[src/rtl/instr_rx_pkg.sv]
// Shared types and constants for the instruction burst receiver.
package instr_rx_pkg;

    localparam int unsigned BYTE_W = 8;

    typedef enum logic [2:0] {
        ST_IDLE,
        ST_HUNT,
        ST_ADDR,
        ST_LEN,
        ST_DATA,
        ST_CSUM
    } rx_state_e;

    localparam logic [1:0] ERR_NONE  = 2'b00;
    localparam logic [1:0] ERR_CSUM  = 2'b01;
    localparam logic [1:0] ERR_OVF   = 2'b10;
    localparam logic [1:0] ERR_ABORT = 2'b11;

    // True once a frame has started and until it ends.
    function automatic logic in_frame(input rx_state_e s);
        return (s == ST_ADDR) || (s == ST_LEN) || (s == ST_DATA) || (s == ST_CSUM);
    endfunction

endpackage

[src/rtl/instr_rx_asm.sv]
// Byte-to-word shift assembler; word_c_o already includes the byte shifted in this cycle.
module instr_rx_asm
    import instr_rx_pkg::*;
#(
    parameter int unsigned W          = 32,
    parameter bit          BIG_ENDIAN = 1'b0
) (
    input  logic              clk,
    input  logic              rst_n,
    input  logic              shift_en_i,
    input  logic [BYTE_W-1:0] byte_i,
    output logic [W-1:0]      word_c_o
);

    logic [W-1:0] word_q;
    logic [W-1:0] shifted;

    generate
        if (W == BYTE_W) begin : g_single
            assign shifted = byte_i;
        end else if (BIG_ENDIAN) begin : g_be
            assign shifted = {word_q[W-BYTE_W-1:0], byte_i};
        end else begin : g_le
            assign shifted = {byte_i, word_q[W-1:BYTE_W]};
        end
    endgenerate

    assign word_c_o = shift_en_i ? shifted : word_q;

    always_ff @(posedge clk or negedge rst_n) begin
        if (!rst_n) begin
            word_q <= '0;
        end else begin
            word_q <= word_c_o;
        end
    end

endmodule

[src/rtl/instr_burst_rx.sv]
// Receives address/length/data/checksum byte frames and emits word write requests.
module instr_burst_rx
    import instr_rx_pkg::*;
#(
    parameter int unsigned ADDR_W     = 32,
    parameter int unsigned DATA_W     = 32,
    parameter bit          BIG_ENDIAN = 1'b0,
    parameter int unsigned TIMEOUT    = 100000
) (
    input  logic              clk,
    input  logic              rst_n,
    input  logic              win_open,
    input  logic              win_close,
    input  logic [7:0]        data_in_rx,
    input  logic              rx_data_valid,
    output logic [ADDR_W-1:0] wr_addr,
    output logic [DATA_W-1:0] wr_data,
    output logic              wr_valid,
    input  logic              wr_ready,
    output logic              busy,
    output logic              frame_done,
    output logic              frame_err,
    output logic [1:0]        err_code
);

    localparam int unsigned AB    = ADDR_W / BYTE_W;
    localparam int unsigned DB    = DATA_W / BYTE_W;
    localparam int unsigned MAXB  = (AB > DB) ? AB : DB;
    localparam int unsigned CNT_W = $clog2(MAXB + 1);
    localparam int unsigned TO_W  = (TIMEOUT == 0) ? 1 : $clog2(TIMEOUT + 1);

    rx_state_e         state_q, state_d;
    logic              rx_q;
    logic [CNT_W-1:0]  bcnt_q, bcnt_d;
    logic [7:0]        wcnt_q, wcnt_d;
    logic [7:0]        len_q, len_d;
    logic [7:0]        csum_q, csum_d;
    logic              ovf_q, ovf_d;
    logic [TO_W-1:0]   tmo_q, tmo_d;
    logic [ADDR_W-1:0] cur_addr_q, cur_addr_d;
    logic [ADDR_W-1:0] wr_addr_q, wr_addr_d;
    logic [DATA_W-1:0] wr_data_q, wr_data_d;
    logic              wr_valid_q, wr_valid_d;
    logic              busy_q, busy_d;
    logic              done_q, done_d;
    logic              err_q, err_d;
    logic [1:0]        code_q, code_d;

    logic              byte_stb;
    logic              addr_shift;
    logic              data_shift;
    logic              word_done;
    logic              tmo_hit;
    logic [ADDR_W-1:0] addr_word;
    logic [DATA_W-1:0] data_word;

    assign byte_stb   = rx_data_valid & ~rx_q;
    assign addr_shift = byte_stb && ((state_q == ST_HUNT) || (state_q == ST_ADDR));
    assign data_shift = byte_stb && (state_q == ST_DATA);
    assign tmo_hit    = (TIMEOUT != 0) && in_frame(state_q) && !byte_stb &&
                        (tmo_q == TO_W'(TIMEOUT - 1));

    instr_rx_asm #(.W(ADDR_W), .BIG_ENDIAN(BIG_ENDIAN)) u_addr_asm (
        .clk        (clk),
        .rst_n      (rst_n),
        .shift_en_i (addr_shift),
        .byte_i     (data_in_rx),
        .word_c_o   (addr_word)
    );

    instr_rx_asm #(.W(DATA_W), .BIG_ENDIAN(BIG_ENDIAN)) u_data_asm (
        .clk        (clk),
        .rst_n      (rst_n),
        .shift_en_i (data_shift),
        .byte_i     (data_in_rx),
        .word_c_o   (data_word)
    );

    // Next-state, frame bookkeeping and write-port logic.
    always_comb begin
        state_d    = state_q;
        bcnt_d     = bcnt_q;
        wcnt_d     = wcnt_q;
        len_d      = len_q;
        csum_d     = csum_q;
        ovf_d      = ovf_q;
        tmo_d      = '0;
        cur_addr_d = cur_addr_q;
        wr_addr_d  = wr_addr_q;
        wr_data_d  = wr_data_q;
        wr_valid_d = wr_valid_q;
        done_d     = 1'b0;
        err_d      = 1'b0;
        code_d     = ERR_NONE;
        word_done  = 1'b0;

        if ((TIMEOUT != 0) && in_frame(state_q) && !byte_stb) begin
            tmo_d = tmo_q + TO_W'(1);
        end

        // Window events outrank the timeout, which outranks byte handling.
        if (win_open || win_close || tmo_hit) begin
            state_d = win_open ? ST_HUNT : (win_close ? ST_IDLE : ST_HUNT);
            bcnt_d  = '0;
            wcnt_d  = '0;
            csum_d  = '0;
            ovf_d   = 1'b0;
            tmo_d   = '0;
            if (!win_open && in_frame(state_q)) begin
                err_d  = 1'b1;
                code_d = ERR_ABORT;
            end
        end else if (byte_stb) begin
            case (state_q)
                ST_HUNT: begin
                    csum_d = data_in_rx;
                    if (AB == 1) begin
                        state_d    = ST_LEN;
                        cur_addr_d = addr_word;
                        bcnt_d     = '0;
                    end else begin
                        state_d = ST_ADDR;
                        bcnt_d  = CNT_W'(1);
                    end
                end
                ST_ADDR: begin
                    csum_d = csum_q ^ data_in_rx;
                    if (bcnt_q == CNT_W'(AB - 1)) begin
                        state_d    = ST_LEN;
                        cur_addr_d = addr_word;
                        bcnt_d     = '0;
                    end else begin
                        bcnt_d = bcnt_q + CNT_W'(1);
                    end
                end
                ST_LEN: begin
                    csum_d  = csum_q ^ data_in_rx;
                    len_d   = data_in_rx;
                    wcnt_d  = '0;
                    bcnt_d  = '0;
                    state_d = (data_in_rx == 8'd0) ? ST_CSUM : ST_DATA;
                end
                ST_DATA: begin
                    csum_d = csum_q ^ data_in_rx;
                    if (bcnt_q == CNT_W'(DB - 1)) begin
                        bcnt_d     = '0;
                        word_done  = 1'b1;
                        cur_addr_d = cur_addr_q + ADDR_W'(DB);
                        wcnt_d     = wcnt_q + 8'd1;
                        if ((wcnt_q + 8'd1) == len_q) begin
                            state_d = ST_CSUM;
                        end
                    end else begin
                        bcnt_d = bcnt_q + CNT_W'(1);
                    end
                end
                ST_CSUM: begin
                    state_d = ST_HUNT;
                    done_d  = 1'b1;
                    if (ovf_q) begin
                        err_d  = 1'b1;
                        code_d = ERR_OVF;
                    end else if (data_in_rx != csum_q) begin
                        err_d  = 1'b1;
                        code_d = ERR_CSUM;
                    end
                    bcnt_d = '0;
                    wcnt_d = '0;
                    csum_d = '0;
                    ovf_d  = 1'b0;
                end
                default: ;
            endcase
        end

        // A presented word is never cancelled; a word finishing behind a stalled one is dropped.
        if (word_done && wr_valid_q && !wr_ready) begin
            ovf_d = 1'b1;
        end else if (word_done) begin
            wr_addr_d  = cur_addr_q;
            wr_data_d  = data_word;
            wr_valid_d = 1'b1;
        end else if (wr_valid_q && wr_ready) begin
            wr_valid_d = 1'b0;
        end

        busy_d = (state_d != ST_IDLE);
    end

    always_ff @(posedge clk or negedge rst_n) begin
        if (!rst_n) begin
            state_q    <= ST_IDLE;
            rx_q       <= 1'b0;
            bcnt_q     <= '0;
            wcnt_q     <= '0;
            len_q      <= '0;
            csum_q     <= '0;
            ovf_q      <= 1'b0;
            tmo_q      <= '0;
            cur_addr_q <= '0;
            wr_addr_q  <= '0;
            wr_data_q  <= '0;
            wr_valid_q <= 1'b0;
            busy_q     <= 1'b0;
            done_q     <= 1'b0;
            err_q      <= 1'b0;
            code_q     <= ERR_NONE;
        end else begin
            state_q    <= state_d;
            rx_q       <= rx_data_valid;
            bcnt_q     <= bcnt_d;
            wcnt_q     <= wcnt_d;
            len_q      <= len_d;
            csum_q     <= csum_d;
            ovf_q      <= ovf_d;
            tmo_q      <= tmo_d;
            cur_addr_q <= cur_addr_d;
            wr_addr_q  <= wr_addr_d;
            wr_data_q  <= wr_data_d;
            wr_valid_q <= wr_valid_d;
            busy_q     <= busy_d;
            done_q     <= done_d;
            err_q      <= err_d;
            code_q     <= code_d;
        end
    end

    assign wr_addr    = wr_addr_q;
    assign wr_data    = wr_data_q;
    assign wr_valid   = wr_valid_q;
    assign busy       = busy_q;
    assign frame_done = done_q;
    assign frame_err  = err_q;
    assign err_code   = code_q;

endmodule

[config.mk]
export PLATFORM = sky130hd
export DESIGN_NAME = instr_burst_rx
export DESIGN_NICKNAME = d
export VERILOG_FILES = /design/src/rtl/instr_rx_pkg.sv /design/src/rtl/instr_rx_asm.sv /design/src/rtl/instr_burst_rx.sv
export SDC_FILE = /design/constraint.sdc
export NUM_CORES = 1
export LEC_CHECK = 0
export ABC_CLOCK_PERIOD_IN_PS = 2360
export CAP_MARGIN = 20
export CORE_AREA = 2 2 165 167
export DETAILED_ROUTE_END_ITERATION = 7
export DIE_AREA = 0 0 167 169
export PLACE_DENSITY_LB_ADDON = 0.05
export SLEW_MARGIN = 10
export SYNTH_ARGS = -nofsm -noshare
export SYNTH_HDL_FRONTEND = slang
export SYNTH_HIERARCHICAL = 1
export SYNTH_SLANG_ARGS = --single-unit
[constraint.sdc]
create_clock -name clk -period 2.36 [get_ports clk]
set_input_delay 0.59 -clock clk [delete_from_list [all_inputs] [get_ports clk]]
set_output_delay 0.59 -clock clk [all_outputs]
set_load 0.01 [all_outputs]
# After elaboration in Yosys (flattened, before gate mapping)
# Cells that the tools add are included.
# classes
add_sub_neg,4
n_eq_ne,12
muxes,52
n_bitwise,5
reduce_logical,38
# op_table
cell,count
$mux 32,4
$pmux 32 s2,1
$mux 8,5
$mux 17,2
$add 32x3->32 const B,1
$mux 3,8
$pmux 8 s3,1
$mux 1,23
$add 17x1->17 const B,1
$eq 17x17->1 const B,1
$pmux 8 s2,1
$pmux 3 s5,1
$reduce_bool 3->1,4
$mux 2,5
$reduce_and 2->1,5
$eq 3x2->1 const B,3
$pmux 3 s3,1
$add 8x1->8 const B,1
$eq 8x8->1,1
$logic_and 1x1->1,8
$logic_not 8->1,1
$ne 8x8->1,1
$reduce_bool 4->1,2
$xor 8x8->8,1
other kinds (14),29
# word_totals
ff_bits,215
inputBits,14
output_inout_bits,70
word_cells,129

# Longest topological paths before layout
# logic_depth
depth_word,12
ltp_mapped,10

# Hierarchy
# Netlist, hierarchy kept.
# by_module_without_submodules
mod,n_inst,cells_each,area_each_um2
instr_burst_rx,1,707,7462.2
instr_rx_asm,2,68,1345.0

# Worst setup path after synthesis
# Ideal clock, no wire load.
# synth_timing
kind,input to register
startpoint,in rx_data_valid
endpoint,reg cur_addr_q[25]
setup_time_ns,0.128
t_arrival_ns,2.185
required_time_ns,2.232
path_slack_ns,0.047
stages,9
cell_sequence,nand2b_1 > clkbuf_1 > nor3_1 > buf_6 > buf_12 > mux2_4 > or3_1 > o21ai_0 > nor3b_1
# synth_rtl
element,line_no,text
from (decl),instr_burst_rx.sv:15,"input logic rx_data_valid,"
$and 1x1->1,instr_burst_rx.sv:57,assign byte_stb = rx_data_valid & ~rx_q;
$logic_and 1x1->1,instr_burst_rx.sv:58,assign addr_shift = byte_stb && ((state_q == ST_HUNT) || (state_q == ST_ADDR));
named net addr_shift,instr_burst_rx.sv:50,logic addr_shift;
$mux 32,instr_rx_asm.sv:28,assign word_c_o = shift_en_i ? shifted : word_q;
named net addr_word[25],instr_burst_rx.sv:54,logic [ADDR_W-1:0] addr_word;
$mux 32,instr_burst_rx.sv:128,if (bcnt_q == CNT_W'(AB - 1)) begin
$pmux 32 s2,instr_burst_rx.sv:114,case (state_q)
to (signal assigned),instr_burst_rx.sv:217,cur_addr_q <= cur_addr_d;
to (decl),instr_burst_rx.sv:40,"logic [ADDR_W-1:0] cur_addr_q, cur_addr_d;"
# The timed path passes the listed nets, and every way through them passes these cells. The select of a mux whose other input is x is not followed.
# A chain may end at the register's enable or synchronous reset.

# Worst setup path in the final report
# layout_timing
startpoint,reg state_q[1]
endpoint,reg csum_q[6]
# layout_between
elab_chain_len,9
# layout_lines
element,line_no,text
from (decl),instr_burst_rx.sv:32,"rx_state_e state_q, state_d;"
from (signal assigned),instr_burst_rx.sv:209,state_q <= state_d;
$eq 3x2->1,"instr_rx_pkg.sv:22, instr_burst_rx.sv:114",
$logic_or 1x1->1 (3 in a row),instr_rx_pkg.sv:22,return (s == ST_ADDR) || (s == ST_LEN) || (s == ST_DATA) || (s == ST_CSUM);
$logic_and 1x1->1 (2 in a row),instr_burst_rx.sv:60,assign tmo_hit = (TIMEOUT != 0) && in_frame(state_q) && !byte_stb &&
$logic_or 1x1->1,instr_burst_rx.sv:102,if (win_open || win_close || tmo_hit) begin
$reduce_bool 4->1 (no source line) / $reduce_bool 2->1 (equally long branches),--,
$reduce_and 2->1 (no source line),--,
to (signal assigned),instr_burst_rx.sv:214,csum_q <= csum_d;
to (decl),instr_burst_rx.sv:37,"logic [7:0] csum_q, csum_d;"
# Several ways; a longest one is shown, not always the timed one. The select of a mux whose other input is x is not followed.

==> metrics.md <==
| Metric | Value |
|---|---|
| # diodes | 0 |
| CTS Sinks | 215 |
| R2R Path Start | state_q[1] |
| Worst R2R Setup Slack | 0.24 ns |
| DR pass1 iterations | 4 |
| Synthesis-to-layout area growth | 24.6% |
| Drt total wl | 24,500 um |
| WL per Instance | 18.4 um |
| Clock Tree Root | clkbuf_16 |
| Hold Path Class | input port to asynchronous set/reset pin |
| Crit. End Element | flip-flop |
| Setup-failing EPs final | 0 |
| DIE HEIGHT | 169 um |
| Status | complete, no violations |
| Ys async rst share | 100% |
| Final GP Congestion | 0.837 |
| Clock-pin slew of the registers on the worst-case setup and hold paths | 0.06 ns |
| Syn_area_per_cell | 12.0 um2 |
| Critical path fanouts, max | 16 |
| Most common cell after layout, fill and taps aside | dfrtp_1 |
| Final Skew | 0.0134 ns |
| Ys flop type | dfrtp_1 |
| CTS Buffer Depth | 3 |
| Final Hold Fails | 0 |
| Total grt overflow | 0 |
| Vias | 7,053 |
| VDD IR max | 0.507 mV |
| Tcrit/Tclk final | 89.7% |
| Initial Util | 38.3% |
| Placed instance count | 1,283 |
| Die width | 167 um |
| Crit Path Class | flip-flop to flip-flop |
| Die ar. | 28,200 um2 |
| Library cells used by synthesis | 66 |
| F_max | 472 MHz |
| CP required | 2.77 ns |
| Yosys reg bits | 215 |
| Skew-Pair Late Insertion Delay | 0.53 ns |
| Worst R2R Path Depth | 6 |
| Vias in the first global route | 7,338 |
| First-pass GRT wire length | 40,200 um |
| Worst r2r dst | csum_q[6] |
| Most frequent cells in the layout | 215 x dfrtp_1, 82 x clkdlybuf4s50_1, 60 x mux2_4, 59 x mux2_2, 57 x nor2_1 |
| CP startpoint kind | flip-flop |
| HPWL after detailed placement | 16,900 um |
| Routed Antenna Nets | 0 |
| YS warnings | 6 |
| Port Buffer Count | 83 |
| Num CTS Buffers | 26 |
| Mapped cell area | 10,200 um2 |
| Max cap viols | 0 |
| Vias/cell | 5.30 |
| Hold buffers post-CTS | 0 |
| Relative slew slack | 40.5% |
| Final Max Slew Viols | 0 |
| Initial antenna violation count | 0 |
| Leakage power figure | 5.63 nW |
| Syn Inst Count | 843 |
| Slew @ Worst Pin | 0.890 ns |
| Final design utilization | 47.8% |
| Power density cells | 742 nW/um2 |
| Resize count post-CTS | 0 |
| # DRC | 0 |
| I/O pins | 84 |
| Share of cells above drive strength 1 | 24.5% |
| Post-synth EDFFs | 0 |
| Unrepaired setup endpoints after global routing | no |
| Largest net degree at the start of global routing | 64 |
| Number of placement rows | 60 |
| Synthesized Nets | 861 |
| Post-CTS Setup Bufs | 0 |
| Power, Total | 0.00939 W |
| Worst path arrival time | 2.53 ns |
| Fill count | 2,403 |
| Post-Layout Cell Count | 1,331 |
| CTS tree | built |
| Tmin final | 2.12 ns |
| CTS H-Tree Depth | 1 |
| Core area | 26,500 um2 |
| Seq/Total Area, Yosys | 53.0% |
| GRT Overall Usage | 17.5% |
| Iter 0 DRT Violations | 439 |
| Final nets | 988 |
-- synthesized netlist by cell type, types with 4 or more instances --
library cell    n  share of area, %
dfrtp_1       215                53
mux2_4         60               8.9
mux2_2         59               6.5
nor2_1         58               2.1
nand2_1        45               1.7
o21ai_0        42               2.1
a21oi_1        38               1.9
buf_2          21               1.0
nand3_1        21               1.0
xor2_1         21               1.8
nor3_1         20              0.99
clkbuf_1       15              0.55
mux2_1         15               1.7
inv_1          14              0.52
nand4_1        14              0.86
xnor2_1        13               1.1
nor4_1         12              0.74
o21ai_1        12              0.59
or3_1          10              0.62
a2bb2oi_1       9              0.78
a31oi_1         8              0.49
a32oi_1         8              0.69
and3_1          8              0.49
nand2b_1        7              0.43
and4_1          6              0.52
buf_12          6               1.2
o22ai_1         6              0.37
a22oi_1         4              0.30
ha_1            4              0.49
mux2i_1         4              0.39
nand4b_1        4              0.35
nor2b_1         4              0.25
o22a_1          4              0.35
-- how the worst max path moves through the flow --
stage | from | to | slack, ns | cells past startpoint
after floorplan | rx_data_valid | cur_addr_q[25] | 0.05 | 9
after global placement | rx_data_valid | cur_addr_q[20] | -0.25 | 9
after detailed placement | rx_data_valid | cur_addr_q[23] | -0.27 | 9
after CTS | cur_addr_q[2] | cur_addr_q[26] | 0.27 | 6
after global routing | state_q[1] | csum_q[4] | 0.09 | 6
final | state_q[1] | csum_q[6] | 0.24 | 6
-- worst max-delay path, cell delays in order (launching register included) --
cell and delay, ns:
dfrtp_1 0.45, buf_4 0.20, nor2b_1 0.16, nor2_1 0.70, o21ai_0 0.17, a32oi_1 0.24, nor2_1 0.06
-- layout make-up --
cell class                 count  area [um2]  share of cell area [%]
sequential                   215        5380                    42.5
multi-input combinational    567        4410                    34.9
timing repair buffer         146        1450                    11.4
clock buffer                  38         776                    6.13
tap                          341         427                    3.37
clock inverter                10         161                    1.28
inverter                      14        52.6                   0.415
-- stage by stage --
| step | instance area (um2) | hold slack [ns] | worst slack, ns | setup TNS (ns) |
|---|---|---|---|---|
| finish | 12700 | 0.00176 | 0.242 | 0 |
| global route | 12700 | 0.0351 | 0.0857 | 0 |
| global placement | 11700 | 0.464 | -0.255 | -10.65 |
| detailed placement | 11700 | 0.480 | -0.268 | -12.92 |
| CTS | 12700 | 0.0105 | 0.267 | 0 |
| floorplan | 10200 | 0.294 | 0.0475 | 0 |
-- registers in the layout, summed over array words and instances (netlist names), 2 cells and up --
register           cells
err_code               2
u_data_asm/word_q     32
tmo_q                 17
len_q                  8
bcnt_q                 3
u_addr_asm/word_q     32
wr_addr               32
cur_addr_q            32
wr_data               32
csum_q                 8
state_q                3
wcnt_q                 8
-- where the power goes --
group          switching [W]  internal (W)
Clock                0.00157       0.00271
Combinational       0.000436      0.000547
Sequential          0.000166       0.00396
Total                0.00217       0.00721
-- cell families after synthesis --
logic type | count (synthesis) | share of synthesized area [%]
muxes | 138 | 17.5
and+or+nand+nor | 233 | 12.5
adders and majority gates | 4 | 0.493
AOI/OAI and AO/OA | 157 | 9.71
xor gates and xnor gates | 35 | 3.09
buffers and inverters | 61 | 3.73
DFF | 215 | 53.0
-- routing by layer --
metal / GRT usage [%] / wire (um) / up-vias
met4: 4.46 / 459 / 0
met1: 24.6 / 11800 / 3541
li1: - / - / 3333
met3: 2.57 / 967 / 32
met2: 28.5 / 11300 / 147
met5: 0 / 0 / -
(Power assumes the default switching activity.)
